## config.mk

```make
export PLATFORM = sky130hd
export DESIGN_NAME = event_pairer_flat
export DESIGN_NICKNAME = d
export VERILOG_FILES = /design/src/rtl/event_pairer_if.sv /design/src/rtl/event_pairer.sv /design/src/flat_wrapper.sv
export SDC_FILE = /design/constraint.sdc
export NUM_CORES = 2
export LEC_CHECK = 0
export ABC_AREA = 1
export ABC_CLOCK_PERIOD_IN_PS = 5900
export BUFFER_PORTS_ARGS = -buffer_cell sky130_fd_sc_hd__clkbuf_2
export CORE_MARGIN = 2
export CORE_UTILIZATION = 60
export DETAILED_ROUTE_END_ITERATION = 7
export PLACE_DENSITY = 0.86
export SYNTH_ARGS = -nofsm -noshare
export SYNTH_HDL_FRONTEND = slang
export SYNTH_SLANG_ARGS = --single-unit
export TNS_END_PERCENT = 10
```

## constraint.sdc

```tcl
create_clock -name clk -period 5.9 [get_ports clk]
set_input_delay 0 -clock clk [delete_from_list [all_inputs] [get_ports clk]]
set_output_delay 0 -clock clk [all_outputs]
set_load 0.02 [all_outputs]
```

## src/rtl/event_pairer_if.sv

```systemverilog
// event_pairer_if: trigger-result inputs and event FIFO readout bundle for event_pairer
interface event_pairer_if #(
    parameter int FIFO_AW = 4
);
    logic               t_valid;
    logic [37:0]        t_in;
    logic               q_valid;
    logic [30:0]        q_in;
    logic [70:0]        ev_data;
    logic               ev_valid;
    logic               ev_ready;
    logic [FIFO_AW:0]   fifo_count;
    logic               fifo_full;
    logic [15:0]        drop_cnt;

    modport master (
        output t_valid, t_in, q_valid, q_in, ev_ready,
        input  ev_data, ev_valid, fifo_count, fifo_full, drop_cnt
    );

    modport slave (
        input  t_valid, t_in, q_valid, q_in, ev_ready,
        output ev_data, ev_valid, fifo_count, fifo_full, drop_cnt
    );
endinterface

```

## src/rtl/event_pairer.sv

```systemverilog
// event_pairer: pairs t/Q halves within MATCH_WINDOW into events, buffers them in a FWFT FIFO (EVENT_PAIRER_DROP_CNT_EN enables the drop counter)
module event_pairer #(
    parameter int MATCH_WINDOW = 16,
    parameter int FIFO_AW      = 4
) (
    input logic           clk,
    input logic           reset_n,
    event_pairer_if.slave bus
);
    localparam int DEPTH = 2 ** FIFO_AW;

    typedef enum logic [1:0] {IDLE, WAIT_Q, WAIT_T} state_t;

    state_t              state;
    logic [7:0]          timer;
    logic [37:0]         t_hold;
    logic [30:0]         q_hold;
    logic                emit_v;
    logic [70:0]         emit_d;
    logic [70:0]         mem [DEPTH];
    logic [FIFO_AW-1:0]  wr_ptr;
    logic [FIFO_AW-1:0]  rd_ptr;
    logic [FIFO_AW:0]    count;
    logic                full;
    logic                pop;
    logic                push;

    assign full           = count == (FIFO_AW+1)'(DEPTH);
    assign bus.ev_valid   = count != '0;
    assign bus.ev_data    = bus.ev_valid ? mem[rd_ptr] : '0;
    assign bus.fifo_count = count;
    assign bus.fifo_full  = full;
    assign pop            = bus.ev_valid && bus.ev_ready;
    assign push           = emit_v && (!full || pop);

    // Pairing FSM: holds one half, registers the completed/partial event for the FIFO
    always_ff @(posedge clk or negedge reset_n) begin
        if (!reset_n) begin
            state  <= IDLE;
            timer  <= '0;
            t_hold <= '0;
            q_hold <= '0;
            emit_v <= 1'b0;
            emit_d <= '0;
        end else begin
            emit_v <= 1'b0;
            case (state)
                IDLE: begin
                    if (bus.t_valid && bus.q_valid) begin
                        emit_v <= 1'b1;
                        emit_d <= {2'b11, bus.t_in, bus.q_in};
                    end else if (bus.t_valid) begin
                        t_hold <= bus.t_in;
                        timer  <= '0;
                        state  <= WAIT_Q;
                    end else if (bus.q_valid) begin
                        q_hold <= bus.q_in;
                        timer  <= '0;
                        state  <= WAIT_T;
                    end
                end
                WAIT_Q: begin
                    if (bus.q_valid) begin
                        emit_v <= 1'b1;
                        emit_d <= {2'b11, t_hold, bus.q_in};
                        if (bus.t_valid) begin
                            t_hold <= bus.t_in;
                            timer  <= '0;
                        end else begin
                            state <= IDLE;
                        end
                    end else if (bus.t_valid) begin
                        emit_v <= 1'b1;
                        emit_d <= {2'b10, t_hold, 31'b0};
                        t_hold <= bus.t_in;
                        timer  <= '0;
                    end else if (timer == 8'(MATCH_WINDOW - 1)) begin
                        emit_v <= 1'b1;
                        emit_d <= {2'b10, t_hold, 31'b0};
                        state  <= IDLE;
                    end else begin
                        timer <= timer + 8'd1;
                    end
                end
                WAIT_T: begin
                    if (bus.t_valid) begin
                        emit_v <= 1'b1;
                        emit_d <= {2'b11, bus.t_in, q_hold};
                        if (bus.q_valid) begin
                            q_hold <= bus.q_in;
                            timer  <= '0;
                        end else begin
                            state <= IDLE;
                        end
                    end else if (bus.q_valid) begin
                        emit_v <= 1'b1;
                        emit_d <= {2'b01, 38'b0, q_hold};
                        q_hold <= bus.q_in;
                        timer  <= '0;
                    end else if (timer == 8'(MATCH_WINDOW - 1)) begin
                        emit_v <= 1'b1;
                        emit_d <= {2'b01, 38'b0, q_hold};
                        state  <= IDLE;
                    end else begin
                        timer <= timer + 8'd1;
                    end
                end
                default: state <= IDLE;
            endcase
        end
    end

    // FIFO storage; contents need no reset since ev_data is masked while empty
    always_ff @(posedge clk) begin
        if (push) mem[wr_ptr] <= emit_d;
    end

    // FIFO pointers and occupancy; a pop in the same cycle makes room for a push when full
    always_ff @(posedge clk or negedge reset_n) begin
        if (!reset_n) begin
            wr_ptr <= '0;
            rd_ptr <= '0;
            count  <= '0;
        end else begin
            wr_ptr <= push ? wr_ptr + 1'b1 : wr_ptr;
            rd_ptr <= pop ? rd_ptr + 1'b1 : rd_ptr;
            count  <= count + (FIFO_AW+1)'(push) - (FIFO_AW+1)'(pop);
        end
    end

`ifdef EVENT_PAIRER_DROP_CNT_EN
    logic [15:0] drop_q;

    // Saturating count of events discarded because the FIFO had no room
    always_ff @(posedge clk or negedge reset_n) begin
        if (!reset_n) drop_q <= '0;
        else if (emit_v && !push && drop_q != 16'hFFFF) drop_q <= drop_q + 16'd1;
    end

    assign bus.drop_cnt = drop_q;
`else
    assign bus.drop_cnt = '0;
`endif
endmodule

```

## src/flat_wrapper.sv

```systemverilog
// flat-port wrapper written by rule: the top's interface ports become plain ports
module event_pairer_flat 
#(
    parameter int MATCH_WINDOW = 16,
    parameter int FIFO_AW      = 4
)
  (clk, reset_n, bus_t_valid, bus_t_in, bus_q_valid, bus_q_in, bus_ev_ready, bus_ev_data, bus_ev_valid, bus_fifo_count, bus_fifo_full, bus_drop_cnt);
  event_pairer_if #(.FIFO_AW(FIFO_AW)) bus_i ();
  input logic clk;
  input logic reset_n;
  input wire logic [$bits(bus_i.t_valid)-1:0] bus_t_valid;
  input wire logic [$bits(bus_i.t_in)-1:0] bus_t_in;
  input wire logic [$bits(bus_i.q_valid)-1:0] bus_q_valid;
  input wire logic [$bits(bus_i.q_in)-1:0] bus_q_in;
  input wire logic [$bits(bus_i.ev_ready)-1:0] bus_ev_ready;
  output wire logic [$bits(bus_i.ev_data)-1:0] bus_ev_data;
  output wire logic [$bits(bus_i.ev_valid)-1:0] bus_ev_valid;
  output wire logic [$bits(bus_i.fifo_count)-1:0] bus_fifo_count;
  output wire logic [$bits(bus_i.fifo_full)-1:0] bus_fifo_full;
  output wire logic [$bits(bus_i.drop_cnt)-1:0] bus_drop_cnt;
  assign bus_i.t_valid = bus_t_valid;
  assign bus_i.t_in = bus_t_in;
  assign bus_i.q_valid = bus_q_valid;
  assign bus_i.q_in = bus_q_in;
  assign bus_i.ev_ready = bus_ev_ready;
  assign bus_ev_data = bus_i.ev_data;
  assign bus_ev_valid = bus_i.ev_valid;
  assign bus_fifo_count = bus_i.fifo_count;
  assign bus_fifo_full = bus_i.fifo_full;
  assign bus_drop_cnt = bus_i.drop_cnt;
  event_pairer #(.MATCH_WINDOW(MATCH_WINDOW), .FIFO_AW(FIFO_AW)) u_core (.clk(clk), .reset_n(reset_n), .bus(bus_i));
endmodule
```

After elaboration in Yosys (flattened, before gate mapping)

Memories as Yosys holds them, arrays and structs flattened.
Index checks and enable logic that the tools add are counted.

Bits in registers: 164
RAM bits: 1136
Bits of input ports: 74
Output and inout bits: 94
Word-level logic and storage cells: 89
Memories: 1

Add/sub/neg operators: 5
Equality and inequality tests: 13
Mux-type cells: 46
Reduce and logical (&&, ||, !) cells: 15

Memories:

| memory     | words | width | read ports | clocked after Yosys merged registers in | write ports | line               | text |
|---|---|---|---|---|---|---|---|
| u_core.mem | 16    | 71    | 1          | 0                                       | 1           | event_pairer.sv:20 | `logic [70:0] mem [DEPTH];` |

Operators with widths:

| operator                                                                 | number |
|---|---|
| 71-bit two-way mux                                                       | 8 |
| 71-bit one-hot mux with 3 select lines                                   | 1 |
| 31-bit two-way mux                                                       | 3 |
| 38-bit two-way mux                                                       | 2 |
| 38-bit one-hot mux with 2 select lines                                   | 1 |
| 8-bit two-way mux                                                        | 9 |
| 31-bit one-hot mux with 2 select lines                                   | 1 |
| 8-bit one-hot mux with 3 select lines                                    | 1 |
| 2-bit two-way mux                                                        | 10 |
| 4-bit by 1-bit adder with 4-bit output (second input constant)           | 2 |
| 8-bit by 1-bit adder with 8-bit output (second input constant)           | 1 |
| 8-bit by 4-bit == test with 1-bit output (second input constant)         | 1 |
| 1-bit two-way mux                                                        | 8 |
| 2-bit inequality test (second input constant)                            | 4 |
| 4-bit by 3-bit inequality test with 1-bit output (second input constant) | 2 |
| 4-bit AND reduction                                                      | 2 |
| 3-bit inequality test (second input constant)                            | 2 |
| 2-bit one-hot mux with 3 select lines                                    | 1 |
| 3-bit AND reduction                                                      | 2 |
| 5-bit by 1-bit adder with 5-bit output                                   | 1 |
| 5-bit == test (second input constant)                                    | 1 |
| 5-bit nonzero test                                                       | 1 |
| 5-bit by 1-bit subtractor with 5-bit output                              | 1 |
| 2-bit nonzero test                                                       | 2 |
| 10 further kinds                                                         | 12 |

Longest topological paths before layout

Depth in word-level cells: 6
Depth in mapped cells: 13
Gate-level depth less buffers: 13

Worst setup path after synthesis

No wires, ideal clock.

Path type: reg-to-reg
Start: register u_core.count[2], in the netlist u_core.bus.fifo_count[2]
End: memory u_core.mem[11][0], enable pin
Arrival: 4.520 ns
Required time: 5.399 ns
Slack: 0.879 ns
Cell stages (with the launch flop): 10
Buffers on the path: 0
Clock period less this slack: 5.021 ns
Path through: dfrtp_1 -> inv_1 -> ha_1 -> nand4_1 -> nand2_1 -> nand2_1 -> nand2_1 -> clkinv_1 -> nand2_1 -> nor2_1

Cells in the longest elaborated chain, start to end: 6

RTL lines:

| item                                    | line                | text |
|---|---|---|
| from (decl)                             | event_pairer.sv:23  | `logic [FIFO_AW:0] count;` |
| from (signal assigned)                  | event_pairer.sv:127 | `count <= count + (FIFO_AW+1)'(push) - (FIFO_AW+1)'(pop);` |
| 5-bit nonzero test                      | event_pairer.sv:29  | `assign bus.ev_valid = count != '0;` |
| named net bus_ev_valid                  | flat_wrapper.sv:17  | `output wire logic [$bits(bus_i.ev_valid)-1:0] bus_ev_valid;` |
| 1-bit logical AND                       | event_pairer.sv:33  | `assign pop = bus.ev_valid && bus.ev_ready;` |
| 1-bit logical OR                        | event_pairer.sv:34  | `assign push = emit_v && (!full \|\| pop);` |
| 1-bit logical AND                       | event_pairer.sv:34  |  |
| 1-bit two-way mux                       | event_pairer.sv:115 | `if (push) mem[wr_ptr] <= emit_d;` |
| 1-bit two-way mux (implied by the code) | event_pairer.sv:115 |  |
| to (decl)                               | event_pairer.sv:20  |  |

The timed path passes the listed nets, and every way through them passes these cells.

Final worst setup path

Start: register u_core.rd_ptr[1]
End: output port bus_ev_data[34]

Cells in the longest elaborated chain, start to end: 2

RTL lines:

| item                    | line                | text |
|---|---|---|
| from (decl)             | event_pairer.sv:22  | `logic [FIFO_AW-1:0] rd_ptr;` |
| from (signal assigned)  | event_pairer.sv:126 | `rd_ptr <= pop ? rd_ptr + 1'b1 : rd_ptr;` |
| memory read 16 x 71 bit | n/a                 |  |
| 71-bit two-way mux      | event_pairer.sv:30  | `assign bus.ev_data = bus.ev_valid ? mem[rd_ptr] : '0;` |
| to (decl)               | flat_wrapper.sv:16  | `output wire logic [$bits(bus_i.ev_data)-1:0] bus_ev_data;` |

Every way passes these cells.

==> flow_summary.ini <==
[logic_synthesis]
synth_most_common_cell = edfxtp_1
synth_area_leaders = edfxtp_1 64%, dfrtp_1 7.8%, nor2_1 6.9%
synth.avg_cell_area_um2 = 11.7
ys_warn_count = 0
ys_seq_area_frac = 0.722
yosys.area.top_type = edfxtp_1
synth_flop_cell = edfxtp_1
ys_top_cells_by_count = 1136 x edfxtp_1, 970 x nor2_1, 491 x nand2_1, 445 x o21ai_0, 286 x o21ai_1
ys_ff_latch = 1300
yosysTopAreaCellShare = 0.645
synth_cell_type_count = 32
synth-async-reset-ratio = 0.126
synth_edf_count = 1136
mappedNetlistArea_um2 = 52900
synthCells = 4535

[setup_path]
path_cells = buf_12 > o21ai_0 > o211ai_1 > nand3_1 > a21oi_1 > clkbuf_2
cp_top_family = compound AO/OA/AOI/OAI gates
start_kind = register
critPathSlowestCell = dfrtp_4
cp.required_ps = 5900
crit_path_end_kind = output port
path_max_fanout = 220
cp.arrival_ps = 4230
crit_type = reg -> out
slowest_delay_ps = 900
cp_num_buf_inv = 2

[place]
gp_congestion = 0.810
port_buffers = 151
dp_hpwl_mm = 68.2
post-place-ws_ps = 2530

[drt]
first_pass_iters = 8
wl_mm = 144
via_count = 37900
route.detailed.drc = 0
antenna_violating_nets_post_route = 0
routed_via_density = 6.42
drt-initial-drc-count = 6702
routedWlPerCell_um = 24.4

[timing]
worst_slew_pin_slew_ps = 1360
fmax_ghz = 0.236
grt_setup_unrepaired = false
slew_headroom = 0.0938
finalHoldViolations = 0
min_period_over_period = 0.717
fin_skew_ps = 29.7
setup_viol = 0
min_period_ps = 4230
hold_slack_ps = 76.5
slew_violations = 0
setup_ws_ps = 1670
setup_tns_ps = 0

[die]
die_area_um2 = 90600
die_h_um = 301
rows = 108
core_area_um2 = 87000
initial_core_util = 0.608
io_pins = 168
dieWidth_um = 301

[power]
max-vdd-ir-drop_mv = 0.440
power_switching_uw = 13100
swShare = 0.398
p_seq_frac = 0.420
pwr_density_cell_nw_per_um2 = 555
power_frac_clock = 0.240
pwr-share-comb = 0.340
cellLeakagePower_uw = 0.0213
power.internal_uw = 19800

[clocking]
h-tree-depth = 3
cts_root_buffer = clkbuf_16
cts_setup_buffers = 0
cts.path.max_buffers = 3
path_clk_slew_ps = 60
cts.sinks = 1300
cts-buffers-inserted = 118
cts_tree = built
clk_latency_ps = 710

[final_layout]
num_antenna_cells = 0
syn2layout_area_growth_pct = 11.7
fillers = 5371
nNetsFinal = 4741
fin_util = 0.679
final_layout_size_suffix_gt1_frac = 0.0880

[global_route]
grt_pass1_wl_mm = 215
grt-ovfl-total = 0
grt_usage = 0.314
grt_pass1_vias = 37200
antenna_found_initial = 0
grt_max_degree = 281

[run_status]
status = complete, no violations

[hold_path]
hold_class = in -> reg

[run]
maxCapViolations = 0
[state kept, by name (all words and copies together), names as in the netlist]
signal                 count
u_core.emit_v              1
u_core.wr_ptr              4
u_core.mem              1136
u_core.timer               8
u_core.state               2
u_core.q_hold             31
u_core.bus.fifo_count      5
u_core.rd_ptr              4
u_core.emit_d             71
u_core.t_hold             38
[kinds of logic after synthesis]
kind of cell | count (synthesis) | synth area share
AOI/OAI and AO/OA | 1022 | 0.103
DFF | 1300 | 0.722
and+or+nand+nor | 1698 | 0.126
buffers and inverters | 488 | 0.0427
adders and majority gates | 17 | 0.00416
other | 1 | 0.0000709
xor gates and xnor gates | 9 | 0.00149
[routing by layer]
layer,share of wire,track usage,routed length (um),vias up
met3,0.13,0.0657,18400,626
met2,0.48,0.509,69500,3206
met5,0,0,0,-
met4,0.060,0.180,8680,0
li1,-,-,-,16100
met1,0.33,0.395,47200,18000
[power groups by stage]
stage | registers (uW) | clock network, uW | logic (uW)
2_1_floorplan | 13200 | 0 | 7550
3_3_place_gp | 13800 | 0 | 10200
3_5_place_dp | 13800 | 0 | 10600
4_1_cts | 13700 | 7830 | 10800
5_1_grt | 13900 | 8220 | 12000
6_report | 13800 | 7880 | 11100
[worst min-delay path, delay by kind of cell]
family / cells / cell delay (ps)
buffers and inverters: 2 / 630
and+or+nand+nor: 1 / 50
AOI/OAI and AO/OA: 1 / 60
[layout by cell type, fill, tap and decap left out, types with 77 or more instances in the layout]
cell type and instances:
clkbuf_2 150, nand3_1 230, dfrtp_1 160, nand2_1 490
a21oi_1 152, o211ai_1 135, dlygate4sd3_1 77, o21ai_0 445
inv_1 177, nor2_1 953, o21ai_1 286, clkbuf_16 122
edfxtp_1 1136
[cell type report]
class	count	area, um2	area share
inverters	186	719	0.0122
multi-input cells	2762	12600	0.214
clock buffers	170	3410	0.0577
clock inverters	52	578	0.00978
well taps	1155	1450	0.0244
flip-flops and latches	1300	38200	0.647
repair buffers	282	2080	0.0352
[metrics by stage]
step / std cells / power [uW] / area (um2)
floorplan: 4550 / 20700 / 53000
global placement: 5608 / 24000 / 54300
detailed placement: 5608 / 24400 / 54300
CTS: 5907 / 32300 / 59100
global route: 5907 / 34100 / 59100
finish: 5907 / 32800 / 59100
[final timing paths]
check,startpoint,endpoint,slack [ps],depth (start not counted)
min in group asynchronous,reset_n,u_core.q_hold[3],520,3
worst min register to register,u_core.t_hold[33],u_core.t_hold[33],490,2
worst max-delay path,u_core.rd_ptr[1],bus_ev_data[34],1670,6
worst max register to register,u_core.state[0],u_core.emit_d[32],2300,10
worst min-delay path,bus_q_in[25],u_core.q_hold[25],80,4
max in group asynchronous,reset_n,u_core.emit_d[44],3580,5
[what timing repair did]
item | 4_1_cts | 5_1_grt
endpoints found under the hold margin | 244 | 0
resized for setup | 0 | 0
hold buffers | 77 | 0
No activity file was read; power rests on OpenSTA's default activity.
